--- config.mk ---
export PLATFORM = sky130hd
export DESIGN_NAME = jxli_fp8mul_host
export DESIGN_NICKNAME = d
export VERILOG_FILES = /design/src/rtl/jxli_fp8_pkg.sv /design/src/rtl/jxli_devclk_gen.sv /design/src/rtl/jxli_fp8mul_host.sv
export SDC_FILE = /design/constraint.sdc
export NUM_CORES = 1
export LEC_CHECK = 0
export BUFFER_PORTS_ARGS = -buffer_cell sky130_fd_sc_hd__buf_2
export CORE_ASPECT_RATIO = 0.8
export CORE_MARGIN = 2
export CORE_UTILIZATION = 55
export DETAILED_ROUTE_END_ITERATION = 6
export GPL_TIMING_DRIVEN = 0
export PLACE_DENSITY_LB_ADDON = 0.2
export SLEW_MARGIN = 15
export SYNTH_ARGS = -nofsm -noshare
export SYNTH_HDL_FRONTEND = slang
export SYNTH_SLANG_ARGS = --single-unit
--- constraint.sdc ---
create_clock -name clock -period 5 [get_ports clock]
set_input_delay 1 -clock clock [delete_from_list [all_inputs] [get_ports clock]]
set_output_delay 1 -clock clock [all_outputs]
set_load 0.01 [all_outputs]
--- src/rtl/jxli_fp8_pkg.sv ---
// Shared definitions for the FP8 (E4M3) multiplier host.
// Contents: host state encoding, device pin positions on the 8-bit pin bus,
// E4M3 special-value magnitudes, and a helper that packs the pin bus word.
package jxli_fp8_pkg;

    typedef enum logic [2:0] {
        ST_IDLE = 3'd0,
        ST_DRST = 3'd1,
        ST_SAH  = 3'd2,
        ST_SAL  = 3'd3,
        ST_SBH  = 3'd4,
        ST_SBL  = 3'd5,
        ST_WAIT = 3'd6,
        ST_RESP = 3'd7
    } host_state_e;

    localparam int PIN_CLK      = 0;
    localparam int PIN_RST      = 1;
    localparam int PIN_EN       = 2;
    localparam int PIN_DATA_LSB = 3;

    localparam logic [6:0] FP8_NAN_MAG = 7'h7F;
    localparam logic [6:0] FP8_INF_MAG = 7'h78;

    // Bit 7 of the pin bus is always driven low.
    function automatic logic [7:0] pin_word(input logic       dclk,
                                            input logic       drst,
                                            input logic       den,
                                            input logic [3:0] nib);
        logic [7:0] w;
        w                     = 8'h00;
        w[PIN_CLK]            = dclk;
        w[PIN_RST]            = drst;
        w[PIN_EN]             = den;
        w[PIN_DATA_LSB +: 4]  = nib;
        return w;
    endfunction

endpackage

--- src/rtl/jxli_devclk_gen.sv ---
// Device clock generator for the FP8 multiplier host.
// A phase counter runs while en_i is high; each device period is 2*CLK_DIV
// system cycles, low for the first CLK_DIV and high for the last CLK_DIV.
// Ports:
//   clock, reset    : system clock, synchronous active-high reset
//   en_i            : run the counter (held at phase 0 while low)
//   dev_clk_o       : registered device clock level
//   period_start_o  : high on the first system cycle of a device period
//   period_end_o    : high on the last system cycle of a device period
module jxli_devclk_gen #(
    parameter int CLK_DIV = 1
) (
    input  logic clock,
    input  logic reset,
    input  logic en_i,
    output logic dev_clk_o,
    output logic period_start_o,
    output logic period_end_o
);

    localparam int PH_W = $clog2(2 * CLK_DIV);
    localparam logic [PH_W-1:0] PH_LAST = PH_W'(2 * CLK_DIV - 1);
    localparam logic [PH_W-1:0] PH_HIGH = PH_W'(CLK_DIV);

    logic [PH_W-1:0] phase_q;
    logic [PH_W-1:0] phase_d;
    logic            dev_clk_q;

    always_comb begin
        phase_d = (phase_q == PH_LAST) ? '0 : phase_q + PH_W'(1);
    end

    // The clock level is registered from the next phase so the pin never
    // comes from a decode of the counter.
    always_ff @(posedge clock) begin
        if (reset || !en_i) begin
            phase_q   <= '0;
            dev_clk_q <= 1'b0;
        end else begin
            phase_q   <= phase_d;
            dev_clk_q <= (phase_d >= PH_HIGH);
        end
    end

    assign dev_clk_o      = dev_clk_q;
    assign period_start_o = en_i && (phase_q == '0);
    assign period_end_o   = en_i && (phase_q == PH_LAST);

endmodule

--- src/rtl/jxli_fp8mul_host.sv ---
// Host-side initiator for the nibble-serial FP8 (E4M3) multiplier pins.
// Takes an operand pair over valid/ready, resets the device, sends the four
// operand nibbles (A hi, A lo, B hi, B lo) one device period each, waits
// WAIT_PERIODS device periods, captures dut_out and returns it over
// valid/ready. The result byte is passed through untouched.
// Ports:
//   clock, reset          : system clock, synchronous active-high reset
//   op_valid/op_ready     : operand handshake (ready only in IDLE)
//   op_a, op_b            : E4M3 operands
//   res_valid/res_ready   : result handshake, res_data held while valid
//   res_data              : captured product byte
//   busy                  : high in every state except IDLE
//   dut_in                : device pins [0]=clk [1]=rst [2]=en [6:3]=nibble
//   dut_out               : device result pins
module jxli_fp8mul_host
    import jxli_fp8_pkg::*;
#(
    parameter int CLK_DIV      = 1,
    parameter int WAIT_PERIODS = 32
) (
    input  logic       clock,
    input  logic       reset,
    input  logic       op_valid,
    output logic       op_ready,
    input  logic [7:0] op_a,
    input  logic [7:0] op_b,
    output logic       res_valid,
    input  logic       res_ready,
    output logic [7:0] res_data,
    output logic       busy,
    output logic [7:0] dut_in,
    input  logic [7:0] dut_out
);

    localparam int PW = $clog2(WAIT_PERIODS + 1);

    host_state_e state_q;
    logic [7:0]  a_q;
    logic [7:0]  b_q;
    logic [PW-1:0] wait_q;
    logic [PW-1:0] wait_d;
    logic [7:0]  res_data_q;
    logic        res_valid_q;
    logic        op_ready_q;
    logic        busy_q;
    logic        drst_q;
    logic        den_q;
    logic [3:0]  nib_q;

    logic        gen_en;
    logic        dev_clk;
    logic        period_start;
    logic        period_end;

    // The device clock only runs in the states that occupy device periods.
    assign gen_en = (state_q != ST_IDLE) && (state_q != ST_RESP);

    jxli_devclk_gen #(
        .CLK_DIV (CLK_DIV)
    ) u_devclk (
        .clock          (clock),
        .reset          (reset),
        .en_i           (gen_en),
        .dev_clk_o      (dev_clk),
        .period_start_o (period_start),
        .period_end_o   (period_end)
    );

    // wait_q holds the WAIT periods still to start; it drops on each period's
    // first cycle, so wait_d is the count of periods left after the current one.
    always_comb begin
        wait_d = period_start ? (wait_q - PW'(1)) : wait_q;
    end

    // Pin control fields are loaded at a period end so they change on the
    // first cycle of the next period, a half period before the device edge.
    always_ff @(posedge clock) begin
        if (reset) begin
            state_q     <= ST_IDLE;
            op_ready_q  <= 1'b1;
            busy_q      <= 1'b0;
            res_valid_q <= 1'b0;
            res_data_q  <= 8'h00;
            wait_q      <= '0;
            drst_q      <= 1'b0;
            den_q       <= 1'b0;
            nib_q       <= 4'h0;
        end else begin
            case (state_q)
                ST_IDLE: begin
                    if (op_valid) begin
                        a_q        <= op_a;
                        b_q        <= op_b;
                        state_q    <= ST_DRST;
                        op_ready_q <= 1'b0;
                        busy_q     <= 1'b1;
                        drst_q     <= 1'b1;
                        den_q      <= 1'b0;
                        nib_q      <= 4'h0;
                    end
                end
                ST_DRST: begin
                    if (period_end) begin
                        state_q <= ST_SAH;
                        drst_q  <= 1'b0;
                        den_q   <= 1'b1;
                        nib_q   <= a_q[7:4];
                    end
                end
                ST_SAH: begin
                    if (period_end) begin
                        state_q <= ST_SAL;
                        nib_q   <= a_q[3:0];
                    end
                end
                ST_SAL: begin
                    if (period_end) begin
                        state_q <= ST_SBH;
                        nib_q   <= b_q[7:4];
                    end
                end
                ST_SBH: begin
                    if (period_end) begin
                        state_q <= ST_SBL;
                        nib_q   <= b_q[3:0];
                    end
                end
                ST_SBL: begin
                    if (period_end) begin
                        state_q <= ST_WAIT;
                        den_q   <= 1'b0;
                        nib_q   <= 4'h0;
                        wait_q  <= PW'(WAIT_PERIODS);
                    end
                end
                ST_WAIT: begin
                    wait_q <= wait_d;
                    if (period_end && (wait_d == '0)) begin
                        res_data_q  <= dut_out;
                        res_valid_q <= 1'b1;
                        state_q     <= ST_RESP;
                    end
                end
                ST_RESP: begin
                    if (res_ready) begin
                        res_valid_q <= 1'b0;
                        op_ready_q  <= 1'b1;
                        busy_q      <= 1'b0;
                        state_q     <= ST_IDLE;
                    end
                end
                default: begin
                    state_q <= ST_IDLE;
                end
            endcase
        end
    end

    assign op_ready  = op_ready_q;
    assign busy      = busy_q;
    assign res_valid = res_valid_q;
    assign res_data  = res_data_q;
    assign dut_in    = pin_word(dev_clk, drst_q, den_q, nib_q);

endmodule

Word level (Yosys, flattened, before mapping)

Index checks and enable logic that the tools add are counted.

Reductions and logical operators: 24
Add/subtract/negate cells: 2
Muxes and demuxes: 32
Bitwise logic cells: 2
Magnitude comparators: 1
Equality and inequality tests: 16

Operators by type and width:

| cell                                              | number |
|---|---|
| 2-to-1 mux 3 bit                                  | 8 |
| 2-to-1 mux 4 bit                                  | 6 |
| one-hot mux 3 bit (8 select lines)                | 1 |
| one-hot mux 4 bit (6 select lines)                | 1 |
| != test 2 bit (second input constant)             | 8 |
| == test 3 bit (second input constant)             | 4 |
| 2-to-1 mux 6 bit                                  | 2 |
| one-hot mux 6 bit (2 select lines)                | 1 |
| AND reduction 3 bit                               | 4 |
| 2-to-1 mux 1 bit                                  | 8 |
| one-hot mux 1 bit (2 select lines)                | 4 |
| AND reduction 8 bit                               | 1 |
| nonzero test 2 bit                                | 4 |
| AND reduction 7 bit                               | 1 |
| == test 3 x 2 -> 1 bit (second input constant)    | 2 |
| logical NOT 6 bit                                 | 1 |
| nonzero test 3 bit                                | 2 |
| nonzero test 6 bit                                | 1 |
| subtractor 6 x 1 -> 6 bit (second input constant) | 1 |
| logical AND 1 bit                                 | 4 |
| AND reduction 2 bit                               | 2 |
| AND reduction 4 bit                               | 1 |
| == test 3 x 1 -> 1 bit (second input constant)    | 1 |
| logical NOT 3 bit                                 | 1 |
| other kinds (7)                                   | 8 |

Output and inout bits: 19
Word-level logic and storage cells: 90
Register bits after elaboration: 44

Longest topological paths before layout

Gate-level depths: netlist (run 1).

Depth in word-level cells: 8
Depth in mapped cells: 6
Mapped depth without buffers: 5

Hierarchy

From an unflattened synthesis (run 1), not the netlist that was laid out.

Cells, all modules: 210
Area total of the unflattened synthesis: 2052.0 um^2

By module, submodules not included:

| module           | area each (um^2) | times used | cells an instance |
|---|---|---|---|
| jxli_fp8mul_host | 2006.9           | 1          | 206 |
| jxli_devclk_gen  | 45.0             | 1          | 4 |

Worst setup path after synthesis (run 1)

OpenSTA, ideal clock, no wires.

Path kind: input-to-reg
Start: input port op_valid
End: register a_q[0] (enable)
Data arrival time: 2.162 ns
Setup time: 0.388 ns
Path slack: 2.449 ns
Data required time: 4.612 ns
Cell stages on the path: 2
Path through: or4b_1 -> nor2_1

Cells in the longest elaborated chain, start to end: 1

Ends and longest elaborated chain:

| what                          | RTL line               | text |
|---|---|---|
| from (decl)                   | jxli_fp8mul_host.sv:23 | `input logic op_valid,` |
| AND reduction 3 bit (no line) | -                      |  |
| to (signal assigned)          | jxli_fp8mul_host.sv:92 | `a_q <= op_a;` |
| to (decl)                     | jxli_fp8mul_host.sv:38 | `logic [7:0] a_q;` |

No other way between the ends.
A chain may end at the register's enable or synchronous reset.

Worst setup path after layout (run 1)

Start: input port op_valid
End: register b_q[1] (enable)

Cells in the longest elaborated chain, start to end: 1

Ends and longest elaborated chain:

| what                          | RTL line               | text |
|---|---|---|
| AND reduction 3 bit (no line) | -                      |  |
| to (signal assigned)          | jxli_fp8mul_host.sv:93 | `b_q <= op_b;` |
| to (decl)                     | jxli_fp8mul_host.sv:39 | `logic [7:0] b_q;` |

No other way between the ends.

==> reports/metrics.cfg, run 1 <==
[status]
outcome=finished clean

[place]
post-place-ws_ns=2.07
io_buffers=45
dp.cells=282
place_congestion=0.854
hpwl_mm=3.00

[job]
max-cap-violations=0

[floorplanning]
die_y_um=58.2
dieArea_um2=4170
core_um2=3470
pin_count=47
start_util_pct=58.1
rows=19
die_w_um=71.7

[clock_network]
cts_resized=0
cts_buffers=5
htreeDepth=2
clk_latency_ns=0.29
clockRootBuffer=clkbuf_8
cts_sinks=43
postCtsHoldBufs=0
post_cts_buffers=0
cts_tree=done
clk_pin_slew_worst_paths_ns=0.08
cts_buffer_depth=2

[final_layout]
final_cells=290
areaGrowthSynthToFinish_pct=19.4
drive_above_1_share_pct=32.3
layout_commonest_cell=buf_2
utilization_pct=69.4
n_antenna_cell=0
layout_common_cells=buf_2 (57), dfxtp_1 (27), a21oi_1 (17)
final_nets=276

[detailed_routing]
wl_mm=4.30
ant_nets=0
wl_met2_mm=1.83
firstDrtPassIters=4
vias=1685
wl_met1_mm=2.15
wl_met3_um=270
drc=0
wl_per_cell_um=14.8
via_per_inst=5.81
first_iter_violations=170
maxUsedRoutingLayer=met4

[critical_path]
cp.arrival_ns=2.21
slowest_stage=nor2_2
r2r_cells=3
critPathRequiredTime_ns=4.93
crit_chain=buf_2 -> or4b_1 -> nor2_2
cp_max_fo=16
crit_type=in2reg
critPathLaunchType=primary input
cp-end-kind=register
slowest_delay_ns=0.61

[synthesis]
synth_top_cell_by_area=dfxtp_1
synth_top_area_share_pct=26.8
synth_seq_cells=43
synth.area.top_cells=dfxtp_1 (27%), edfxtp_1 (24%), a21oi_1 (4.2%), nand4_1 (3.1%), buf_2 (3.0%)
synth.net_count=224
async_reset_ff_share_pct=0
synth.distinct_cells=50
syn_area_per_cell_um2=10.3
synth_ff_type=dfxtp_1
yosysSeqAreaShare_pct=50.6
yosys_warnings=0
synth_area_um2=2020
synth_enable_flop_cells=16
synth_cells=195

[timing]
setup_viol=0
rsz0062_at_grt=no
slew_headroom_pct=48.9
setup_tns_ns=0
skew_ns=0.00477
fin_crit_ns=2.28
slew_viol_final=0
worstMarginPinSlew_ns=0.765
hold_ws_ns=0.472
fin_crit_sh_pct=45.6
fin_ws_ns=2.72
hold_viol_final=0
max_freq_ghz=0.438

[global_route]
track_usage_pct=22.4
grt_pass1_vias=1538
grt_pass1_wl_mm=7.13
antenna_found_initial=0
grt_start_max_net_pins=17
grt.overflow.total=0

[power_and_ir_drop]
p_leak_nw=0.947
ir_drop_v=0.000205
powerDensity_nw_per_um2=298

[hold_path]
holdCritPathClass=reg2reg
timing.hold.worst_path_depth=2

## metal layers
| metal | global-route usage [%] | vias to the layer above |
|---|---|---|
| li1 | - | 848 |
| met1 | 33.7 | 772 |
| met2 | 30.8 | 60 |
| met3 | 5.39 | 5 |
| met4 | 8.89 | 0 |
| met5 | 0 | - |
## power breakdown
part	internal, mW	switching (mW)	total [mW]
clock	0.149	0.117	0.266
combinational	0.0325	0.0421	0.0747
sequential	0.374	0.00329	0.378
total	0.556	0.163	0.718
## Yosys cell counts (3+ instances only)
cell       count
dfxtp_1       27
a21oi_1       17
edfxtp_1      16
buf_2         12
nand4_1       10
inv_1          8
nor2_1         8
o31ai_1        7
nand2_1        6
o21ai_0        6
buf_4          5
mux2_2         5
nor2b_1        5
a222oi_1       4
clkbuf_1       4
nor3_1         4
o22ai_1        4
a2111oi_0      3
nand3_1        3
nand3b_1       3
nand4b_1       3
nor3b_1        3
## sequential cells by signal, summed over array words and instances (netlist names)
register,flops
u_devclk.phase_q,1
op_ready,1
a_q,8
wait_q,6
drst_q,1
nib_q,4
den_q,1
busy,1
state_q,3
res_valid,1
b_q,8
res_data,8
## area by class of cell
type,count,area (um2)
sequential,43,1020
inverter,8,30.0
multi-input combinational,122,846
clock inverter,3,42.5
clock buffer,5,68.8
timing repair buffer,45,225
tap,42,52.6
fill,291,1060
buffer,22,124
## cells by family after synthesis
kind of cell	count (synthesis)	share of synthesized area (%)
AND/OR/NAND/NOR	60	19.3
AO/OA/AOI/OAI	55	18.8
flip-flops	43	50.6
buffers and inverters	30	7.63
multiplexers	5	2.79
adder cells (fa/ha/maj)	1	0.620
other	1	0.186
## stage by stage
step / power (mW) / area [um2]
after floorplan: 0.433 / 2020
after global placement: 0.458 / 2300
after detailed placement: 0.459 / 2300
after CTS: 0.722 / 2410
after global routing: 0.751 / 2410
final: 0.718 / 2410
## critical path: cells and delay by family
kind | cells | cell delay (ns)
AND/OR/NAND/NOR | 2 | 1.09
buffers and inverters | 1 | 0.11
## path summary, 6_finish.rpt
kind,startpoint,endpoint,slack (ns)
worst max-delay path,op_valid,b_q[1],2.72
worst min-delay path,nib_q[3],nib_q[3],0.47
worst max register to register,state_q[0],b_q[1],3.00
worst min register to register,nib_q[3],nib_q[3],0.47
No activity file was read; power rests on OpenSTA's default activity.
==> run 2, diff against run 1 <==
Settings changed: CORE_UTILIZATION 55 to 48.
Clock period 5 ns to 2 ns, I/O delays scaled along.
==> reports/metrics.cfg, run 2 (synthesis gave the netlist of run 1 again) <==
[status]
outcome=finished clean

[critical_path]
r2r_slack_ns=0.20
r2r_start=state_q[0]
cp-end-kind=register
r2r_cells=3
critPathLaunchType=register
r2r_end=b_q[3]
cp_max_fo=16
critPathRequiredTime_ns=1.95
critPathCapture=b_q[3]
cp.arrival_ns=1.74
worstSetupStartpoint=state_q[0]
crit_type=reg2reg

[power_and_ir_drop]
powerDensity_nw_per_um2=749
ir_drop_v=0.000557
p_sw_mw=0.431
intPower_mw=1.39
p_seq_share_pct=51.8
p_leak_nw=0.946
switching_share_pct=23.6
clkPwrFrac_pct=37.9
comb_power_share_pct=10.4

[place]
dp.cells=297
hpwl_mm=3.11
place_congestion=0.798
io_buffers=45

[timing]
hold_viol_final=0
worstMarginPinSlew_ns=0.611
max_freq_ghz=0.556
skew_ns=0.00673
rsz0062_at_grt=no
slew_headroom_pct=59.3
setup_tns_ns=0
fin_crit_ns=1.80
setup_viol=0
fin_crit_sh_pct=89.9
slew_viol_final=0

[clock_network]
cts_tree=done
htreeDepth=2
post_cts_buffers=0
clk_latency_ns=0.30
cts_buffers=5
cts_sinks=43
cts_buffer_depth=2
clockRootBuffer=clkbuf_8
cts_resized=1
clk_pin_slew_worst_paths_ns=0.09
postCtsHoldBufs=0

[global_route]
grt.overflow.total=0
grt_pass1_wl_mm=7.28
grt_start_max_net_pins=17
antenna_found_initial=0
grt_pass1_vias=1550
track_usage_pct=19.9

[hold_path]
holdCritPathClass=in2reg

[final_layout]
multi_input_area_um2=851
final_nets=276
layout_common_cells=buf_2 (57), dfxtp_1 (27), a21oi_1 (17)
register_area_um2=1020
final.fill_count=374
n_antenna_cell=0
areaGrowthSynthToFinish_pct=20.8
layout_commonest_cell=buf_2
drive_above_1_share_pct=32.7
final_cells=305

[floorplanning]
die_w_um=76.5
die_y_um=62.0
pin_count=47
start_util_pct=49.2
dieArea_um2=4740
core_um2=4100
rows=21

[detailed_routing]
first_iter_violations=188
firstDrtPassIters=5
wl_mm=4.45
drc=0
wl_per_cell_um=14.6
via_per_inst=5.57
ant_nets=0
vias=1699

[job]
max-cap-violations=0

==> run 2: per-layer routing <==
| layer | track usage [%] | part of all wire [%] | vias to the layer above |
|---|---|---|---|
| met4 | 6.75 | 0.81 | 0 |
| met1 | 28.8 | 50 | 785 |
| met5 | 0 | 0 | - |
| li1 | - | - | 843 |
| met3 | 4.62 | 6.9 | 5 |
| met2 | 29.8 | 42 | 66 |
==> run 2: worst min path at each step <==
stage / startpoint / to / slack (ns) / depth (start not counted)
finish: op_b[4] / b_q[4] / 0.27 / 1
global route: op_b[4] / b_q[4] / 0.25 / 1
CTS: op_a[5] / a_q[5] / 0.26 / 1
detailed placement: nib_q[2] / nib_q[2] / 0.44 / 2
global placement: nib_q[2] / nib_q[2] / 0.44 / 2
floorplan: wait_q[1] / wait_q[1] / 0.46 / 2
==> run 2: power groups by stage <==
stage                     combinational [mW]  clock, mW  sequential (mW)
final                                  0.189      0.691            0.945
after global placement                 0.184          0            0.964
after floorplan                        0.118          0            0.965
after global routing                   0.210      0.735            0.948
after detailed placement               0.185          0            0.965
after CTS                              0.188      0.699            0.945
==> run 2: critical path, cell delays in order (launching register included) <==
cell and delay [ns]:
dfxtp_1 0.30, buf_2 0.15, or4b_1 0.59, nor2_4 0.40
==> run 2: cell type report <==
class,instances,share of cell area [%]
flip-flops and latches,43,41.9
well taps,57,2.93
plain buffers,22,5.08
repair buffers,45,9.24
multi-input cells,122,34.9
clock inverters,3,1.90
clock buffers,5,2.82
inverters,8,1.23
==> run 2: per-stage QoR <==
stage	setup WS, ns	power [mW]	util [%]	hold slack, ns	cell area, um2
final	0.202	1.83	59.5	0.269	2440
after global routing	0.130	1.89	59.5	0.254	2440
after CTS	0.202	1.83	59.5	0.265	2440
after detailed placement	-0.0332	1.15	56.5	0.441	2320
after global placement	-0.0216	1.15	56.5	0.443	2320
after floorplan	0.187	1.08	-	0.463	2020
==> run 3, diff against run 2 <==
Settings changed: CORE_MARGIN 2 to unset.
==> reports/metrics.cfg, run 3 (synthesis gave the netlist of run 1 again) <==
[floorplanning]
rows=20
start_util_pct=51.7
die_w_um=74.5
die_y_um=60.0
pin_count=47
core_um2=3900
dieArea_um2=4470

[critical_path]
slowest_delay_ns=0.59
cp-end-kind=register
r2r_cells=3
crit_chain=buf_2 -> or4b_1 -> nor2_4
critPathRequiredTime_ns=1.95
crit_type=reg2reg
cp.arrival_ns=1.73
cp_max_fo=16
critPathBufInv=1
critPathTopFamily=simple AND/OR/NAND/NOR gates
slowest_stage=or4b_1
cp_num_cells=3
critPathLaunchType=register

[power_and_ir_drop]
ir_drop_v=0.000548
p_leak_nw=0.949
powerDensity_nw_per_um2=742

[clock_network]
cts_tree=done
cts_buffer_depth=2
htreeDepth=2
cts_buffers=5
clockRootBuffer=clkbuf_8
postCtsHoldBufs=0
cts_resized=1
clk_latency_ns=0.29
clk_pin_slew_worst_paths_ns=0.08
post_cts_buffers=0
cts_sinks=43

[final_layout]
drive_above_1_share_pct=32.7
final_nets=276
n_antenna_cell=0
layout_common_cells=buf_2 (57), dfxtp_1 (27), a21oi_1 (17)
final.fill_count=353
multi_input_area_um2=851
register_area_um2=1020
final_cell_area_um2=2430
layout_commonest_cell=buf_2
final_cells=303
areaGrowthSynthToFinish_pct=20.5

[place]
place_area_um2=2310
place_congestion=0.841
post-place-ws_ns=0.00201
dp.cells=295
io_buffers=45
hpwl_mm=3.15

[global_route]
grt_start_max_net_pins=17
grt.overflow.total=0
antenna_found_initial=0
track_usage_pct=22.2
grt_pass1_wl_mm=7.29
grt_pass1_vias=1482

[detailed_routing]
wl_mm=4.48
ant_nets=0
vias=1677
first_iter_violations=122
wl_per_cell_um=14.8
via_per_inst=5.53
firstDrtPassIters=4
drc=0

[timing]
rsz0062_at_grt=no
skew_ns=0.00470
slew_viol_final=0
worstMarginPinSlew_ns=0.602
fin_crit_sh_pct=89.2
slew_headroom_pct=59.9
fin_crit_ns=1.78
max_freq_ghz=0.560
setup_tns_ns=0
setup_viol=0
hold_viol_final=0
fin_ws_ns=0.216

[status]
outcome=finished clean

[hold_path]
timing.hold.worst_path_depth=1
holdCritPathClass=in2reg

[job]
max-cap-violations=0

run 3: changes by cell type in the layout (fill, tap and decap cells not counted), sizes merged:
cell | previous run | this run
clkinv | 0 | 2
clkinvlp | 1 | 0
inv | 9 | 8
run 3: power by group:
group	internal (mW)	switching, mW
clock network	0.372	0.299
logic	0.0818	0.107
registers	0.936	0.00877
run 3: area by class of cell:
cell class              count  share of cell area (%)
plain buffers              22                    5.09
clock buffers               5                    2.83
clock inverters             3                    1.80
inverters                   8                    1.23
multi-input cells         122                    35.0
flip-flops and latches     43                    42.0
well taps                  55                    2.83
repair buffers             45                    9.26
run 3: metal layers:
layer | track usage [%] | wire [um] | up-vias
met3 | 5.90 | 243 | 6
met4 | 5.93 | 43 | 0
li1 | - | - | 846
met5 | 0 | 0 | -
met1 | 35.0 | 2340 | 773
met2 | 29.2 | 1850 | 52
run 3: worst paths after layout:
kind | from | endpoint | slack (ns)
max | state_q[0] | a_q[1] | 0.22
min | op_b[5] | b_q[5] | 0.28
max reg2reg | state_q[0] | a_q[1] | 0.22
min reg2reg | nib_q[2] | nib_q[2] | 0.46
run 3: per-stage QoR:
step                      utilization (%)  power (mW)  hold slack, ns
after floorplan                         -        1.08           0.463
after global placement               59.3        1.15           0.440
after detailed placement             59.3        1.15           0.444
after CTS                            62.3        1.81           0.269
after global routing                 62.3        1.88           0.259
final                                62.3        1.80           0.277
